$ cat config.mk
export PLATFORM = sky130hd
export DESIGN_NAME = main_memory_flat
export DESIGN_NICKNAME = d
export VERILOG_FILES = /design/src/rtl/main_memory_if.sv /design/src/rtl/main_memory.sv /design/src/flat_wrapper.sv
export SDC_FILE = /design/constraint.sdc
export NUM_CORES = 2
export LEC_CHECK = 0
export ABC_AREA = 1
export BUFFER_PORTS_ARGS = -buffer_cell sky130_fd_sc_hd__buf_2
export CORE_AREA = 2 2 550 388
export DETAILED_ROUTE_END_ITERATION = 12
export DIE_AREA = 0 0 552 390
export RECOVER_POWER = 25
export SLEW_MARGIN = 20
export SYNTH_ARGS = -nofsm -noshare
export SYNTH_HDL_FRONTEND = slang
export SYNTH_SLANG_ARGS = --single-unit
$ cat constraint.sdc
create_clock -name clk -period 3.8 [get_ports clk]
set_input_delay 0.38 -clock clk [delete_from_list [all_inputs] [get_ports clk]]
set_output_delay 0.38 -clock clk [all_outputs]
set_load 0.02 [all_outputs]
$ cat src/rtl/main_memory_if.sv
// Request/response bundle between the cache controller and the backing store.
// The controller drives the master side; main_memory sits on the slave side.
interface main_memory_if #(
  parameter int ADDR_W = 8,
  parameter int DATA_W = 8
);
  logic              MStrobe;
  logic              MRW;
  logic [ADDR_W-1:0] MAddr;
  logic [DATA_W-1:0] MDataIn;
  logic              LdCtr;
  logic [DATA_W-1:0] MDataOut;
  logic              CtrSig;
  logic              Busy;
  logic              Err;

  modport master (
    output MStrobe, MRW, MAddr, MDataIn, LdCtr,
    input  MDataOut, CtrSig, Busy, Err
  );

  modport slave (
    input  MStrobe, MRW, MAddr, MDataIn, LdCtr,
    output MDataOut, CtrSig, Busy, Err
  );
endinterface

$ cat src/rtl/main_memory.sv
// Backing store with a controller-reloaded wait-state counter; one word per access,
// performed when the count steps from 1 to 0 while a request is pending.
//   state  | meaning
//   S_IDLE | no request pending; a strobe latches the next request
//   S_WAIT | request latched, waiting for the count to expire
module main_memory #(
  parameter int ADDR_W   = 8,
  parameter int DATA_W   = 8,
  parameter int DEPTH    = 256,
  parameter int WAIT_CYC = 4
) (
  input  logic clk,
  input  logic reset,
  main_memory_if.slave bus
);

  localparam int              IDX_W     = (DEPTH > 1) ? $clog2(DEPTH) : 1;
  localparam logic [3:0]      CNT_LOAD  = 4'(WAIT_CYC);
  localparam logic [ADDR_W:0] DEPTH_LIM = (ADDR_W+1)'(DEPTH);

  typedef enum logic {S_IDLE, S_WAIT} state_t;

  state_t            state, state_nxt;
  logic [3:0]        cnt;
  logic [ADDR_W-1:0] addr_q;
  logic [DATA_W-1:0] data_q;
  logic              rw_q;
  logic              err;
  logic [DATA_W-1:0] dout;
  logic              latch_req;
  logic              fire;
  logic              flag_err;
  logic              req_ok;
  logic              addr_ok;
  logic [IDX_W-1:0]  idx;

  logic [DATA_W-1:0] mem [DEPTH];

  assign req_ok  = {1'b0, bus.MAddr} < DEPTH_LIM;
  assign addr_ok = {1'b0, addr_q} < DEPTH_LIM;
  assign idx     = addr_q[IDX_W-1:0];

  always_comb begin
    state_nxt = state;
    latch_req = 1'b0;
    fire      = 1'b0;
    flag_err  = 1'b0;
    case (state)
      S_IDLE: begin
        if (bus.MStrobe) begin
          latch_req = 1'b1;
          flag_err  = ~req_ok;
          state_nxt = S_WAIT;
        end
      end
      S_WAIT: begin
        // a second strobe is dropped; the latched request is kept
        if (bus.MStrobe) flag_err = 1'b1;
        if (!bus.LdCtr && cnt == 4'd1) begin
          fire      = 1'b1;
          state_nxt = S_IDLE;
        end
      end
      default: state_nxt = S_IDLE;
    endcase
  end

  always_ff @(posedge clk or posedge reset) begin
    if (reset) begin
      state  <= S_IDLE;
      cnt    <= CNT_LOAD;
      addr_q <= '0;
      data_q <= '0;
      rw_q   <= 1'b0;
      err    <= 1'b0;
      dout   <= '0;
    end else begin
      state <= state_nxt;
      if (bus.LdCtr)       cnt <= CNT_LOAD;
      else if (cnt != 4'd0) cnt <= cnt - 4'd1;
      if (flag_err) err <= 1'b1;
      if (latch_req) begin
        addr_q <= bus.MAddr;
        data_q <= bus.MDataIn;
        rw_q   <= bus.MRW;
      end
      if (fire && !rw_q) dout <= addr_ok ? mem[idx] : '0;
    end
  end

  // array is deliberately unreset; only in-range writes commit
  always_ff @(posedge clk) begin
    if (fire && rw_q && addr_ok) mem[idx] <= data_q;
  end

  assign bus.MDataOut = dout;
  assign bus.CtrSig   = (cnt == 4'd0);
  assign bus.Busy     = (state == S_WAIT);
  assign bus.Err      = err;

endmodule
$ cat src/flat_wrapper.sv
// flat-port wrapper written by rule: the top's interface ports become plain ports
module main_memory_flat 
#(
  parameter int ADDR_W   = 8,
  parameter int DATA_W   = 8,
  parameter int DEPTH    = 256,
  parameter int WAIT_CYC = 4
)
  (clk, reset, bus_MStrobe, bus_MRW, bus_MAddr, bus_MDataIn, bus_LdCtr, bus_MDataOut, bus_CtrSig, bus_Busy, bus_Err);
  main_memory_if #(.ADDR_W(ADDR_W), .DATA_W(DATA_W)) bus_i ();
  input  logic clk;
  input  logic reset;
  input wire logic [$bits(bus_i.MStrobe)-1:0] bus_MStrobe;
  input wire logic [$bits(bus_i.MRW)-1:0] bus_MRW;
  input wire logic [$bits(bus_i.MAddr)-1:0] bus_MAddr;
  input wire logic [$bits(bus_i.MDataIn)-1:0] bus_MDataIn;
  input wire logic [$bits(bus_i.LdCtr)-1:0] bus_LdCtr;
  output wire logic [$bits(bus_i.MDataOut)-1:0] bus_MDataOut;
  output wire logic [$bits(bus_i.CtrSig)-1:0] bus_CtrSig;
  output wire logic [$bits(bus_i.Busy)-1:0] bus_Busy;
  output wire logic [$bits(bus_i.Err)-1:0] bus_Err;
  assign bus_i.MStrobe = bus_MStrobe;
  assign bus_i.MRW = bus_MRW;
  assign bus_i.MAddr = bus_MAddr;
  assign bus_i.MDataIn = bus_MDataIn;
  assign bus_i.LdCtr = bus_LdCtr;
  assign bus_MDataOut = bus_i.MDataOut;
  assign bus_CtrSig = bus_i.CtrSig;
  assign bus_Busy = bus_i.Busy;
  assign bus_Err = bus_i.Err;
  main_memory #(.ADDR_W(ADDR_W), .DATA_W(DATA_W), .DEPTH(DEPTH), .WAIT_CYC(WAIT_CYC)) u_core (.clk(clk), .reset(reset), .bus(bus_i));
endmodule
==> impl_metrics.env <==
export IMPL_synth_top_area_share_pct=73.66
export IMPL_yosysWarningCount=0
export IMPL_htreeDepth=4
export IMPL_fmax_ghz=0.2805
export IMPL_core_um2=209900
export IMPL_hp_class="primary input to register"
export IMPL_cts_tree="yes"
export IMPL_die_h_um=390
export IMPL_top_level_ports=32
export IMPL_cts_buffers=193
export IMPL_hpwl_mm=150.6
export IMPL_area_growth_synth_to_final_pct=13.23
export IMPL_vias=55790
export IMPL_final_cell_area_um2=94530
export IMPL_slowest_stage="dfrtp_1"
export IMPL_fin_crit_ns=3.566
export IMPL_pwr_density_cell_nw_per_um2=756.9
export IMPL_grt_usage_pct=22.65
export IMPL_relSlewSlack_pct=-102.7
export IMPL_p_leak_nw=35.03
export IMPL_clock_skew_ns=0.03591
export IMPL_synthTopCellsByArea="edfxtp_1 (74%), nand2_1 (16%), nor2_1 (2.6%)"
export IMPL_violations="max-capacitance violations, max-slew violations"
export IMPL_finalSetupViolCount=0
export IMPL_antenna_found_initial=7
export IMPL_syn_area_um2=83490
export IMPL_grt_max_degree=108
export IMPL_cp_num_buf_inv=1
export IMPL_met1_usage_pct=34.51
export IMPL_worst_pin_slew_ns=3.040
export IMPL_ir_worst_vdd_mv=0.5242
export IMPL_use_met3_pct=5.890
export IMPL_clk_pin_slew_ns=0.06
export IMPL_synth_area_leader_cell="edfxtp_1"
export IMPL_required_ns=4.32
export IMPL_die_x_um=552
export IMPL_grt_overflow=0
export IMPL_ys_seq_elements=2079
export IMPL_grt_pass1_wl_mm=361.4
export IMPL_top_usage_layer="met1"
export IMPL_slowest_delay_ns=2.01
export IMPL_mostFrequentLayoutCells="nand2_1 (3642), edfxtp_1 (2048), nor2_1 (575), buf_4 (250), clkbuf_16 (195)"
export IMPL_hold_viol=0
export IMPL_via_per_inst=5.331
export IMPL_drc_errors=0
export IMPL_outcome="finished with violations"
export IMPL_port_buffers=31
export IMPL_nNetsFinal=7546
export IMPL_cts_sinks=2079
export IMPL_holdBufCountCts=20
export IMPL_cp_top_family="flip-flops"
export IMPL_syn_num_nets=7365
export IMPL_die_area_um2=215300
export IMPL_min_period_over_period_pct=93.83
export IMPL_syn_inst=7342
export IMPL_finalPower_mw=71.55
export IMPL_cts_resized=0
export IMPL_worstSetupEndpointType="register"
export IMPL_setup_tns_ns=0
export IMPL_first_iter_violations=7481
export IMPL_drt_pass1_iter_count=7
export IMPL_finalWirelength_mm=248.0
export IMPL_dpl_instance_area_um2=88540
export IMPL_maxCapViolations=10
export IMPL_drive_gt1_share_pct=8.404
export IMPL_place_gp_congestion=0.9155
export IMPL_ant_nets=0
export IMPL_crit_chain="clkbuf_4"
export IMPL_grt_use_met2_pct=31.86
export IMPL_cp_start_kind="register"
export IMPL_yosysSeqAreaShare_pct=74.60
export IMPL_clkLatencyLatePin_ns=0.86
export IMPL_cts_buffer_depth=4
export IMPL_critPathArrivalTime_ns=4.08
export IMPL_rsz0062_at_grt="false"
export IMPL_num_rows=141
export IMPL_ys_types=28
export IMPL_post_cts_setup_buffers=0
export IMPL_mostFrequentLayoutCell="nand2_1"
export IMPL_root_buffer="clkbuf_16"
export IMPL_cp_max_fo=68
export IMPL_grt_pass1_vias=52290
export IMPL_start_util_pct=39.77
export IMPL_syn_area_per_cell_um2=11.37
export IMPL_slew_violations=521
export IMPL_routedWlPerCell_um=23.70
export IMPL_r2r_slack_ns=0.23
export IMPL_critical_path_class="register to register"
[synthesized netlist by cell type]
cell type  number
a31oi_1         1
buf_2         254
nor2_1        581
buf_6           3
dfrtp_1        30
buf_4           4
buf_1          19
clkbuf_1      100
ha_1            2
a21oi_1       144
mux2_2          9
nand2_2         1
nand3_1       118
o21ai_1        79
inv_1          26
a22oi_1        12
edfxtp_1     2048
nor3_1          2
nand2_1      3658
xor2_1          1
a21o_1          1
nand4_1       156
o21ai_0        80
dfstp_2         1
inv_2           3
clkinv_1        4
nor3_2          2
nor2_4          3
[area by class of cell]
| class | instances | area [µm²] |
|---|---|---|
| timing repair buffer | 366 | 3308 |
| fill | 19110 | 115400 |
| antenna | 2 | 5.005 |
| inverter | 33 | 148.9 |
| clock inverter | 105 | 829.5 |
| tap | 2788 | 3488 |
| sequential | 2079 | 62280 |
| clock buffer | 242 | 5086 |
| multi-input combinational | 4850 | 19380 |
[logic make-up (layout without fill, tap and decap cells)]
logic type                 Yosys count  in the layout  synth area share (%)
adders and majority gates            2              2               0.02997
and+or+nand+nor                   4521           4521                 21.02
xor gates and xnor gates             1              1               0.01049
buffers and inverters              413            746                 2.283
muxes                                9              9                0.1214
DFF                               2079           2079                 74.60
AOI/OAI and AO/OA                  317            317                 1.941
other                                0              2                     0
[sequential cells by signal, indices dropped and copies added (netlist names)]
register and flops:
u_core.mem 2048, u_core.addr_q 8, u_core.bus.MDataOut 8, u_core.data_q 8
u_core.cnt 4, u_core.bus.Busy 1, u_core.bus.Err 1, u_core.rw_q 1
[per-stage QoR]
| stage | utilization [%] | setup slack [ns] | instances | hold slack, ns |
|---|---|---|---|---|
| final | 45.03 | 0.2343 | 10470 | 0.2908 |
| after global routing | 45.02 | 0.1192 | 10460 | 0.2931 |
| after CTS | 45.09 | 0.3821 | 10460 | 0.2505 |
| after detailed placement | 42.18 | 0.4027 | 10100 | 0.4406 |
| after global placement | 42.18 | 0.3699 | 10100 | 0.4377 |
| after floorplan | - | 1.393 | 7342 | 0.4530 |
[power breakdown]
group	internal (mW)	switching, mW
combinational	5.36	17.4
sequential	28.6	1.28
clock	10.3	8.54
[layer usage]
layer / up-vias / share of wire, % / wire length (µm)
li1: 25100 / - / -
met1: 27360 / 44 / 109500
met2: 2976 / 41 / 102500
met3: 340 / 12 / 29740
met4: 14 / 2.5 / 6236
met5: - / 0.038 / 93
[worst paths after layout]
kind / startpoint / cells past startpoint / end
max in group asynchronous: reset / 3 / u_core.addr_q[1]
worst min-delay path: bus_MDataIn[6] / 3 / u_core.data_q[6]
worst max register to register: u_core.data_q[2] / 1 / u_core.mem[125][2]
worst max-delay path: u_core.data_q[2] / 1 / u_core.mem[125][2]
min in group asynchronous: reset / 3 / u_core.data_q[6]
worst min register to register: u_core.bus.Err / 1 / u_core.bus.Err
(Power assumes the default switching activity.)
